--- config.mk ---
export PLATFORM = sky130hd
export DESIGN_NAME = lemming_crowd
export DESIGN_NICKNAME = d
export VERILOG_FILES = /design/src/rtl/lemming_crowd.sv
export SDC_FILE = /design/constraint.sdc
export NUM_CORES = 1
export LEC_CHECK = 0
export CAP_MARGIN = 20
export CORE_MARGIN = 3
export CORE_UTILIZATION = 35
export DETAILED_ROUTE_END_ITERATION = 6
export GPL_TIMING_DRIVEN = 0
export HOLD_SLACK_MARGIN = 0.06
export PLACE_DENSITY = 0.63
export RECOVER_POWER = 50
export SKIP_CTS_REPAIR_TIMING = 1
export SYNTH_ARGS = -nofsm -noshare
export SYNTH_HDL_FRONTEND = slang
export SYNTH_SLANG_ARGS = --single-unit
--- constraint.sdc ---
create_clock -name clk -period 1.91 [get_ports clk]
set_input_delay 0.2865 -clock clk [delete_from_list [all_inputs] [get_ports clk]]
set_output_delay 0.2865 -clock clk [all_outputs]
set_load 0.01 [all_outputs]
--- src/rtl/lemming_crowd.sv ---
// lemming_crowd: NUM_LEMMINGS independent lemming FSMs that walk, jump, dig, fall and
// optionally splat. Define LEMMING_SPLAT_EN to enable fall counting and the SPLAT state.
module lemming_crowd #(
    parameter int NUM_LEMMINGS = 4,
    parameter int FALL_LIMIT   = 20,
    parameter int JUMP_CYCLES  = 2
) (
    input  logic                                  clk,
    input  logic                                  areset,
    input  logic [NUM_LEMMINGS-1:0]               bump_left,
    input  logic [NUM_LEMMINGS-1:0]               bump_right,
    input  logic [NUM_LEMMINGS-1:0]               small_bump_left,
    input  logic [NUM_LEMMINGS-1:0]               small_bump_right,
    input  logic [NUM_LEMMINGS-1:0]               ground,
    input  logic [NUM_LEMMINGS-1:0]               dig,
    output logic [NUM_LEMMINGS-1:0]               walk_left,
    output logic [NUM_LEMMINGS-1:0]               walk_right,
    output logic [NUM_LEMMINGS-1:0]               aah,
    output logic [NUM_LEMMINGS-1:0]               digging,
    output logic [NUM_LEMMINGS-1:0]               jumping,
    output logic [NUM_LEMMINGS-1:0]               splat,
    output logic [$clog2(NUM_LEMMINGS+1)-1:0]     alive_count,
    output logic                                  all_dead
);
    localparam int CNT_MAX = (FALL_LIMIT > JUMP_CYCLES) ? FALL_LIMIT : JUMP_CYCLES;
    localparam int CNT_W   = $clog2(CNT_MAX + 1);
    localparam int AC_W    = $clog2(NUM_LEMMINGS + 1);
    localparam logic [CNT_W-1:0] JUMP_LAST = CNT_W'(JUMP_CYCLES - 1);
`ifdef LEMMING_SPLAT_EN
    localparam logic [CNT_W-1:0] FALL_SAT  = CNT_W'(FALL_LIMIT);
`endif

    typedef enum logic [3:0] {
        WALK_L, WALK_R, FALL_L, FALL_R, DIG_L, DIG_R, JUMP_L, JUMP_R, SPLAT
    } state_t;

    genvar gi;
    generate
        for (gi = 0; gi < NUM_LEMMINGS; gi++) begin : g_lane
            state_t           state_reg;
            logic [CNT_W-1:0] cnt_reg;
            logic             heading_left;
            logic             big_ahead;
            logic             small_ahead;
            state_t           walk_state;
            state_t           fall_state;
            state_t           dig_state;
            state_t           jump_state;

            // Direction the lane will resume walking in, shared by all non-dead states.
            assign heading_left = (state_reg == WALK_L) || (state_reg == FALL_L) ||
                                  (state_reg == DIG_L)  || (state_reg == JUMP_L);
            assign big_ahead    = heading_left ? bump_left[gi] : bump_right[gi];
            assign small_ahead  = heading_left ? small_bump_left[gi] : small_bump_right[gi];
            assign walk_state   = heading_left ? WALK_L : WALK_R;
            assign fall_state   = heading_left ? FALL_L : FALL_R;
            assign dig_state    = heading_left ? DIG_L  : DIG_R;
            assign jump_state   = heading_left ? JUMP_L : JUMP_R;

            always_ff @(posedge clk or negedge areset) begin
                if (!areset) begin
                    state_reg <= WALK_L;
                    cnt_reg   <= '0;
                end else begin
                    case (state_reg)
                        WALK_L, WALK_R: begin
                            if (!ground[gi]) begin
                                state_reg <= fall_state;
                                cnt_reg   <= '0;
                            end else if (dig[gi]) begin
                                state_reg <= dig_state;
                            end else if (big_ahead) begin
                                state_reg <= heading_left ? WALK_R : WALK_L;
                            end else if (small_ahead) begin
                                state_reg <= jump_state;
                                cnt_reg   <= '0;
                            end
                        end
                        DIG_L, DIG_R: begin
                            if (!ground[gi]) begin
                                state_reg <= fall_state;
                                cnt_reg   <= '0;
                            end
                        end
                        JUMP_L, JUMP_R: begin
                            if (cnt_reg == JUMP_LAST) begin
                                if (ground[gi]) begin
                                    state_reg <= walk_state;
                                end else begin
                                    state_reg <= fall_state;
                                    cnt_reg   <= '0;
                                end
                            end else begin
                                cnt_reg <= cnt_reg + CNT_W'(1);
                            end
                        end
                        FALL_L, FALL_R: begin
                            if (!ground[gi]) begin
`ifdef LEMMING_SPLAT_EN
                                // Saturate so arbitrarily long falls still splat.
                                if (cnt_reg < FALL_SAT) cnt_reg <= cnt_reg + CNT_W'(1);
`endif
                            end
`ifdef LEMMING_SPLAT_EN
                            else if (cnt_reg >= FALL_SAT) begin
                                state_reg <= SPLAT;
                            end
`endif
                            else begin
                                state_reg <= walk_state;
                            end
                        end
                        default: ;
                    endcase
                end
            end

            assign walk_left[gi]  = (state_reg == WALK_L);
            assign walk_right[gi] = (state_reg == WALK_R);
            assign aah[gi]        = (state_reg == FALL_L) || (state_reg == FALL_R);
            assign digging[gi]    = (state_reg == DIG_L)  || (state_reg == DIG_R);
            assign jumping[gi]    = (state_reg == JUMP_L) || (state_reg == JUMP_R);
`ifdef LEMMING_SPLAT_EN
            assign splat[gi]      = (state_reg == SPLAT);
`else
            assign splat[gi]      = 1'b0;
`endif
        end
    endgenerate

`ifdef LEMMING_SPLAT_EN
    logic [AC_W-1:0] alive_sum;

    always_comb begin
        alive_sum = '0;
        for (int i = 0; i < NUM_LEMMINGS; i++) begin
            if (!splat[i]) alive_sum = alive_sum + AC_W'(1);
        end
    end

    assign alive_count = alive_sum;
    assign all_dead    = (alive_sum == '0);
`else
    assign alive_count = AC_W'(NUM_LEMMINGS);
    assign all_dead    = 1'b0;
`endif

endmodule

# Yosys cells after proc, flatten, opt, wreduce, memory -nomap -nowiden
# Cells that the tools add are included.
totals:
  inputBits: 26
  register_bits: 36
  output_inout_bits: 28
op_classes:
  add_sub_neg: 4
  n_reduce_logical: 60
  mux: 92
  n_eq_ne: 60
op_table:
  columns: ["cell", "count"]
  rows:
  - ["5-bit 2-to-1 mux", 24]
  - ["4-bit 2-to-1 mux", 28]
  - ["4-bit by 3-bit equality test with 1-bit output, second input constant", 16]
  - ["4-bit case mux with 4 select lines", 4]
  - ["5-bit case mux with 3 select lines", 4]
  - ["3-bit != test, second input constant", 12]
  - ["4-bit by 2-bit equality test with 1-bit output, second input constant", 8]
  - ["2-bit OR reduction", 16]
  - ["1-bit 2-to-1 mux", 28]
  - ["1-bit logical OR", 24]
  - ["2-bit != test, second input constant", 12]
  - ["5-bit by 1-bit adder with 5-bit output, second input constant", 4]
  - ["5-bit by 1-bit equality test with 1-bit output, second input constant", 4]
  - ["5-bit != test, second input constant", 4]
  - ["5-bit AND reduction", 4]
  - ["4-bit by 1-bit equality test with 1-bit output, second input constant", 4]
  - ["4-bit zero test", 4]
  - ["4-bit AND reduction", 4]
  - ["4-bit nonzero test", 4]
  - ["3-bit nonzero test", 4]
  - ["2-bit 2-to-1 mux", 4]

# Logic depth before layout (Yosys ltp)
# Gate-level depths: netlist of the first run.
logic_depth:
  word_depth: 10
  mapped_depth: 6
  ltp_nobuf: 6

# Worst setup path after synthesis of the first run
# OpenSTA, ideal clock, no wires.
synth_timing:
  path_type: "register -> register"
  from: "register g_lane[3].cnt_reg[1]"
  to: "register g_lane[3].cnt_reg[0]"
  setup_ps: 131
  arrival_ps: 1466
  n_path_buf: 0
  period_less_slack_ps: 1596
  stages_incl_launch_ff: 7
  setup_slack_ps: 314
  required_time_ps: 1779
  cell_sequence: "dfrtp_1 -> inv_1 -> ha_1 -> or4b_2 -> nand2_1 -> or2_2 -> o21ai_0"
synth_between:
  elab_chain_cells: 3
synth_rtl:
  columns: ["item", "line_no", "source"]
  rows:
  - ["start, declared", "41", "logic [CNT_W-1:0] cnt_reg;"]
  - ["start signal, assigned", "94", "cnt_reg <= cnt_reg + CNT_W'(1);"]
  - ["5-bit by 1-bit equality test with 1-bit output", "86", "if (cnt_reg == JUMP_LAST) begin"]
  - ["5-bit 2-to-1 mux", "86", null]
  - ["5-bit case mux with 3 select lines", "65", "case (state_reg)"]
# Every way passes these cells.
# A chain may end at the register's enable or synchronous reset.

# Worst setup path in the final report of the first run
layout_timing:
  from: "register g_lane[0].state_reg[2]"
  to: "output aah[0]"
layout_between:
  elab_chain_cells: 2
  elab_cells_between_ends: 3
  classes_between: "eq/ne: 2; reduce/logical: 1"
layout_rtl:
  columns: ["item", "line_no", "source"]
  rows:
  - ["start, declared", "40", "state_t state_reg;"]
  - ["start signal, assigned", "68", "state_reg <= fall_state;"]
  - ["start signal, assigned", "71", "state_reg <= dig_state;"]
  - ["start signal, assigned", "73", "state_reg <= heading_left ? WALK_R : WALK_L;"]
  - ["4-bit by 2-bit equality test with 1-bit output", "120", "assign aah[gi] = (state_reg == FALL_L) || (state_reg == FALL_R);"]
  - ["1-bit logical OR *", "120", null]
  - ["end, declared", "18", "output logic [NUM_LEMMINGS-1:0] aah,"]
# Every way passes the cells marked *; elsewhere a longest branch is shown, timed or not.

==> metrics, run 1 <==
fmax 0.552 GHz; post-synthesis simple-gate area fraction 0.241; XOR/XNOR Fraction of Synth Area 0.00896; mean post-synth cell area slightly above 9 µm²; Clock transition at path regs 0.07 ns; Setup CP Type flip-flop to primary output; vias in the first global route 1,549; Data arrival, critical path 1.52 ns; Core Box Area 5240 µm²; dpl hpwl 2.97 mm; initial core utilization 0.373; post-synthesis mux area share 0.0160; # port buffers 45; peak supply drop 0.563 mV; number of flip-flops under the largest register name 20; Seq/Total Area, Yosys 0.410; DRC violations left 0; Slew @ Worst Pin 0.827 ns; Synth Area in Compound Gates 0.207; crit start category flip-flop; WL met3 200 µm; Worst EP required 1.62 ns; status finished clean; worst-skew pair later-pin latency about 0.28 ns; Fillers 506; final setup violation count 0; Final Instance Count excl. Fillers 339; Top Ports 54; Vias/cell around 5.1; RSZ-0062 raised after global routing no; Die Footprint between 6000 and 7000 µm²; TritonCTS clock tree yes; initial DRC count 73; first-pass GRT wire length 6.63 mm; most frequent cells in the layout clkdlybuf4s50_1 (39), dfrtp_1 (25), o21ai_0 (17), nand2_1 (13), nor3_1 (12); CTS Buf Count 5; post-place setup slack -0.0290 ns; maximum fanout along the worst path 10; vias roughly 1,700; clock skew slightly below 0.009 ns; Mapped Area 1950 µm²; clock root cell clkbuf_8; relative slew slack 0.448; crit-path cells clkbuf_4 > nor2b_1 > clkdlybuf4s50_1; Post-DRT Antenna Nets 0; Pwr per Cell Area 1140 nW/µm²; Routed WL 4.01 mm; Worst Setup End Kind primary output; Area growth syn-to-layout 34.1%; Fin. Hold Viols 0; height of the die 80.7 µm; min-delay worst type input port to asynchronous set/reset pin; Netlist cell types 48; Slew Limit Fails 0; leakage 1.14 nW; Die Width 80.7 µm; Synth Warn # 0; # clock sinks 32; WL met1 1.99 mm; PnR worst setup slack 0.0992 ns; H-Tree Depth 2; top sig layer met4; met2 WL 1.79 mm; Max stage delay on crit path approximately 0.55 ns; initial antenna violation count 0; gr usage total 0.127; flops & latches, synth 32; nets@finish 302; post-synthesis cell count around 210; clock buffer depth 2; max_cap viols 0; Routed WL per cell 11.8 µm; DP Cell Count about 330; share of post-route cells with drive strength above 1 0.138; Routability Congestion 0.763; CP max stage cell clkdlybuf4s50_1; largest net degree at the start of global routing 33; most common cell after layout, fill and taps aside clkdlybuf4s50_1; Tot Pwr 0.00298 W; Cell Rows 26; grt ovf 0; fin crit period roughly 1.8 ns; area share of fa/ha/maj cells after synthesis 0.0512; drt first pass iters 4; fin crit share 0.948; main combinational cell family by area after synthesis simple AND/OR/NAND/NOR gates; ANT cells 0
## power by group
group | switching (W) | leakage [nW] | internal, W
sequential | 0.000279 | 0.407 | 0.000886
combinational | 0.000537 | 0.683 | 0.000642
clock | 0.000253 | 0.0552 | 0.000387
total | 0.00107 | 1.14 | 0.00191
## path summary, 6_finish.rpt
kind                                        start                     end  slack (ns)  cells after the start
setup / recovery           g_lane[0].state_reg[2]                  aah[0]         0.1                      3
hold / removal                             areset  g_lane[1].state_reg[0]         0.1                      1
setup reg to reg             g_lane[3].cnt_reg[1]    g_lane[3].cnt_reg[0]        0.21                      6
hold reg to reg              g_lane[3].cnt_reg[4]    g_lane[3].cnt_reg[4]        0.48                      1
max in group asynchronous                  areset  g_lane[1].state_reg[2]        1.24                      1
min in group clk             g_lane[3].cnt_reg[4]    g_lane[3].cnt_reg[4]        0.48                      1
## cell type report
class | instances | area, µm² | share of cell area
Buffer | 9 | 67.6 | 0.0258
Tap cell | 70 | 87.6 | 0.0334
Timing Repair Buffer | 45 | 442 | 0.168
Sequential cell | 32 | 810 | 0.309
Multi-Input combinational cell | 163 | 1060 | 0.405
Clock buffer | 6 | 72.6 | 0.0277
Clock inverter | 2 | 35.0 | 0.0134
Inverter | 12 | 45.0 | 0.0172
## kinds of logic after synthesis
family / after synthesis
buf+inv: 24
compound gates: 59
xor+xnor: 2
fa+ha+maj: 8
other cells: 2
simple gates: 83
flops: 32
mux: 3
## metal layers
| metal | up-vias | GRT usage |
|---|---|---|
| met5 | - | 0 |
| met4 | 0 | 0.0405 |
| met2 | 38 | 0.190 |
| met3 | 5 | 0.0392 |
| li1 | 881 | - |
| met1 | 806 | 0.176 |
## critical path, delay by kind of cell (launching register included)
kind | cells | cell delay (ns)
DFF | 1 | 0.36
buffers and inverters | 2 | 0.73
and+or+nand+nor | 1 | 0.16
## synth_stat cells, drive strengths merged
cell	n	share of area
a211o	2	0.0090
a21boi	1	0.0038
a21o	1	0.0038
a21oi	6	0.015
a22o	4	0.019
a22oi	1	0.0038
a31oi	7	0.022
a41oi	2	0.0090
and2	1	0.0045
and3	5	0.016
and3b	2	0.0090
buf	9	0.033
clkbuf	3	0.0058
conb	2	0.0038
dfrtp	32	0.41
ha	8	0.051
inv	12	0.023
mux2	1	0.0058
mux2i	2	0.010
nand2	14	0.027
nand2b	5	0.016
nand3	10	0.026
nand3b	2	0.0077
nor2	8	0.015
nor2b	8	0.026
nor3	12	0.031
nor3b	6	0.023
nor4	2	0.0064
nor4b	1	0.0045
o2111ai	3	0.013
o211a	1	0.0051
o211ai	3	0.012
o21a	1	0.0038
o21ai	17	0.044
o21ba	2	0.010
o22a	3	0.013
o22ai	2	0.0064
o2bb2ai	1	0.0045
o311a	1	0.0051
o31a	1	0.0045
or2	2	0.0064
or3	1	0.0032
or3b	1	0.0045
or4b	3	0.015
xnor2	2	0.0090
## stage by stage
| stage | hold WS (ns) | area [µm²] | TNS [ns] | util |
|---|---|---|---|---|
| after floorplan | -0.00909 | 1980 | 0 | - |
| after global placement | 0.480 | 2510 | -4.99 | 0.480 |
| after detailed placement | 0.404 | 2510 | -0.0290 | 0.479 |
| after CTS | 0.0929 | 2620 | -0.665 | 0.500 |
| after global routing | 0.158 | 2620 | 0 | 0.500 |
| final | 0.0964 | 2620 | 0 | 0.500 |
Note: power is estimated with default switching activity, not from simulation.
==> run 2, diff against run 1 <==
CORE_UTILIZATION = 25   (was 35)
PLACE_DENSITY = 0.53   (was 0.63)
==> run 2 against run 1 <==
Effect of this change:
- die area is 37% higher
- global-route usage fell by 3.0 points
- final area is 0.29% higher
- combinational power about the same
- register-to-register slack got worse by 0.03 ns
- critical path type unchanged
- setup slack improved by 0.0015 ns
==> metrics, run 2 (same netlist as run 1, synthesis figures left out) <==
peak supply drop about 0.39 mV; Worst EP required 1.62 ns; vias in the first global route 1,592; ANT cells 0; fin crit period 1.81 ns; clock buffer depth 2; Slew Limit Fails 0; R2R setup slack 0.18 ns; setup_tns 0 ns; Data arrival, critical path 1.52 ns; nets@finish 302; share of post-route cells with drive strength above 1 0.130; Tot Pwr 0.00288 W; # clock sinks 32; crit start category flip-flop; Vias/cell 4.63; clock skew between 0.002 and 0.0025 ns; Routed WL per cell 11.5 µm; # port buffers 45; Setup CP Type flip-flop to primary output; TritonCTS clock tree yes; most common cell after layout, fill and taps aside clkdlybuf4s50_1; fmax 0.553 GHz; initial DRC count 28; Slew @ Worst Pin 0.863 ns; reg2reg start g_lane[0].cnt_reg[1]; first-pass GRT wire length 7.02 mm; Design Area, Final 2630 µm²; leakage 1.12 nW; most frequent cells in the layout clkdlybuf4s50_1 (40), dfrtp_1 (25), o21ai_0 (17), nand2_1 (14), nor3_1 (12); FF-to-FF End g_lane[0].cnt_reg[3]; height of the die 94.4 µm; largest net degree at the start of global routing 33; Cell Rows 31; final setup violation count 0; Top Ports 54; min-delay worst type input port to asynchronous set/reset pin; Critical Path Sink aah[0]; number of flip-flops under the largest register name 20; maximum fanout along the worst path 10; DRC violations left 0; initial antenna violation count 0; CTS Buf Count 5; initial core utilization 0.264; relative slew slack 0.425; dpl hpwl between 3 and 4 mm; grt ovf 0; drt first pass iters 6; clock root cell clkbuf_8; RSZ-0062 raised after global routing no; Max stage delay on crit path between 0.5 and 0.6 ns; CP startpoint g_lane[0].state_reg[2]; Post-DP Area 2550 µm²; Die Width 94.4 µm; max_cap viols 0; Core Box Area around 7400 µm²; Area growth syn-to-layout 34.5%; Pwr per Cell Area around 1100 nW/µm²; worst-skew pair later-pin latency 0.28 ns; Routability Congestion 0.704; Final Instance Count excl. Fillers between 300 and 400; DP Cell Count 363; crit-path cells clkbuf_4 > nor2b_1 > clkdlybuf4s50_1; Fin. Hold Viols 0; status finished clean; post-layout util 0.355; FF-to-FF path depth 6; Die Footprint 8910 µm²; Worst Setup End Kind primary output; gr usage total 0.0976; vias between 1,500 and 2,000; CP max stage cell clkdlybuf4s50_1; Clock transition at path regs 0.07 ns; H-Tree Depth 2; Routed WL approximately 4.2 mm; fin crit share 0.947; Post-DRT Antenna Nets 0
run 2: cell types whose count changed in the layout (fill, tap and decap cells not counted), sizes merged:
cell / delta
clkinv: -1
clkdlybuf4s50: +1
dlygate4sd3: -1
bufinv: -1
clkbuf: +3
dlymetal6s2s: -1
run 2: how the worst min path moves through the flow:
stage                              start                     end  slack [ns]  cells after the start
CTS                               areset    g_lane[0].cnt_reg[3]        0.11                      1
detailed placement                areset  g_lane[2].state_reg[0]        0.42                      1
finish                            areset    g_lane[3].cnt_reg[4]        0.11                      1
global placement    g_lane[3].cnt_reg[4]    g_lane[3].cnt_reg[4]        0.48                      1
global route                      areset  g_lane[2].state_reg[2]        0.18                      1
floorplan                         areset    g_lane[0].cnt_reg[0]      -0.009                      0
run 2: cell type report:
class                      count  area [µm²]
sequential                    32         810
inverter                      12        45.0
multi-input combinational    163        1060
fill                         791        4780
tap                           99         124
buffer                         9        67.6
clock buffer                   8        90.1
timing repair buffer          45         433
run 2: report_power, final:
part           total (W)  internal (W)  leakage [nW]  switching (W)
sequential       0.00117      0.000886         0.407       0.000280
combinational    0.00117      0.000636         0.665       0.000536
clock           0.000542      0.000294        0.0455       0.000248
run 2: critical path: cells and delay by family, from the launching register on:
family                 cells  cell delay [ns]
buffers and inverters      2             0.73
DFF                        1             0.36
and+or+nand+nor            1             0.16
run 2: per-stage QoR:
| step | hold slack (ns) | setup slack [ns] |
|---|---|---|
| 6_report | 0.114 | 0.101 |
| 3_5_place_dp | 0.422 | -0.0310 |
| 3_3_place_gp | 0.478 | -0.240 |
| 4_1_cts | 0.113 | -0.163 |
| 5_1_grt | 0.184 | 0.0157 |
| 2_1_floorplan | -0.00909 | 0.314 |
run 2: routing by layer:
| layer | wire, µm | share of wire | GRT usage |
|---|---|---|---|
| met1 | 2050 | 0.48 | 0.130 |
| met2 | 1950 | 0.46 | 0.153 |
| met3 | 218 | 0.051 | 0.0287 |
| met4 | 38 | 0.0089 | 0.0289 |
| met5 | 0 | 0 | 0 |
==> run 3, diff against run 2 <==
DONT_BUFFER_PORTS = 1   (was unset)
PLACE_DENSITY = 0.44   (was 0.53)
==> run 3 against run 2 <==
Effect of this change:
- clock power increased by 1%
- non-clock buffer count decreased by 40
- maximum frequency increased by 2.3%
- critical path depth increased by 2
- clock skew increased by 0.0044 ns
- largest power group unchanged
==> metrics, run 3 (same netlist as run 1, synthesis figures left out) <==
status finished clean; Slew @ Worst Pin between 0.8 and 0.9 ns; min-delay worst type input port to flip-flop; CP max stage cell dfrtp_1; clock skew 0.00666 ns; first-pass GRT wire length 6.80 mm; Post-DRT Antenna Nets 0; fmax between 0.5 and 0.6 GHz; Data arrival, critical path 1.94 ns; most common cell after layout, fill and taps aside dfrtp_1; Hold WS 0.0802 ns; fin crit period 1.77 ns; Net Sw Power 0.00103 W; clock power share 0.212; grt ovf 0; most frequent cells in the layout dfrtp_1 (32), o21ai_0 (17), nand2_1 (14), inv_1 (12), nor3_1 (12); Comb pwr share 0.360; initial core utilization 0.264; vias 1,552; Area growth syn-to-layout 13.0%; Post-DP Area roughly 2100 µm²; number of flip-flops under the largest register name 20; share of post-route cells with drive strength above 1 0.114; largest net degree at the start of global routing 33; Top Ports 54; height of the die 94.4 µm; Clock transition at path regs 0.07 ns; final setup violation count 0; H-Tree Depth 2; drt first pass iters 4; Die Width 94.4 µm; fin crit share 0.926; Tot Pwr 0.00260 W; dpl hpwl 3.03 mm; Max stage delay on crit path approximately 0.36 ns; ANT cells 0; Fin. Hold Viols 0; Pwr per Cell Area 1180 nW/µm²; initial antenna violation count 0; # clock sinks 32; worst-skew pair later-pin latency 0.28 ns; # port buffers 0; DRC violations left 0; nets@finish 262; leakage 0.979 nW; crit start category flip-flop; internal power about 0.0016 W; Routability Congestion 0.750; clock buffer depth 2; crit-path cells clkbuf_1 > nor3_1 > a21boi_0 > nor2_1 > a211o_1; Sequential Power Share 0.428; peak supply drop 0.485 mV; Routed WL per cell 12.7 µm; Worst Setup End Kind flip-flop; Vias/cell 4.73; Routed WL around 4.2 mm; sw frac 0.398; Worst EP required 2.08 ns; gr usage total 0.0967; initial DRC count 50; clock root cell clkbuf_8; relative slew slack 0.427; Slew Limit Fails 0; Die Footprint 8910 µm²; maximum fanout along the worst path 9; vias in the first global route 1,462; RSZ-0062 raised after global routing no; CTS Buf Count 5; Setup CP Type flip-flop to flip-flop; Cell Rows 31; max_cap viols 0; Design Area, Final 2210 µm²; TritonCTS clock tree yes; Core Box Area about 7400 µm²; setup_tns 0 ns
-- run 3: routing by layer --
metal  routed length [µm]  track usage  up-vias
li1                     -            -      802
met4                   14       0.0289        0
met3                  295       0.0414        2
met5                    0            0        -
met2                 1890        0.144       44
met1                 1970        0.127      704
-- run 3: path summary, 6_finish.rpt --
kind                                   startpoint  cells after the start  slack, ns                     end
setup / recovery           g_lane[0].state_reg[1]                      5       0.14    g_lane[0].cnt_reg[3]
hold / removal                          ground[1]                      1       0.08  g_lane[1].state_reg[1]
setup reg to reg           g_lane[0].state_reg[1]                      5       0.14    g_lane[0].cnt_reg[3]
hold reg to reg              g_lane[3].cnt_reg[4]                      1       0.49    g_lane[3].cnt_reg[4]
max in group asynchronous                  areset                      2       0.66    g_lane[0].cnt_reg[2]
min in group asynchronous                  areset                      2       0.71    g_lane[3].cnt_reg[4]
-- run 3: critical path: cells and delay by family, from the launching register on --
kind                   cells  cell delay [ns]
AND/OR/NAND/NOR            2             0.48
AO/OA/AOI/OAI              2             0.63
flip-flops                 1             0.36
buffers and inverters      1             0.19
-- run 3: per-stage QoR --
stage | setup WS (ns) | util | cells
after floorplan | 0.314 | - | 219
after global placement | 0.155 | 0.284 | 318
after detailed placement | 0.184 | 0.284 | 318
after CTS | 0.163 | 0.296 | 326
after global routing | 0.0264 | 0.298 | 328
final | 0.141 | 0.298 | 328
-- run 3: power groups by stage --
stage,Sequential [W],Combinational (W),Clock (W)
detailed placement,0.00113,0.000935,0
global placement,0.00112,0.000932,0
floorplan,0.00107,0.000781,0
finish,0.00111,0.000936,0.000550
CTS,0.00112,0.000937,0.000585
global route,0.00116,0.00109,0.000616
-- run 3: final cells by class --
type	count	area, µm²
tap	99	124
clock inverter	2	10.0
buffer	12	76.3
clock buffer	6	82.6
multi-input combinational	163	1050
sequential	32	801
inverter	12	45.0
fill	771	5200
timing repair buffer	2	15.0
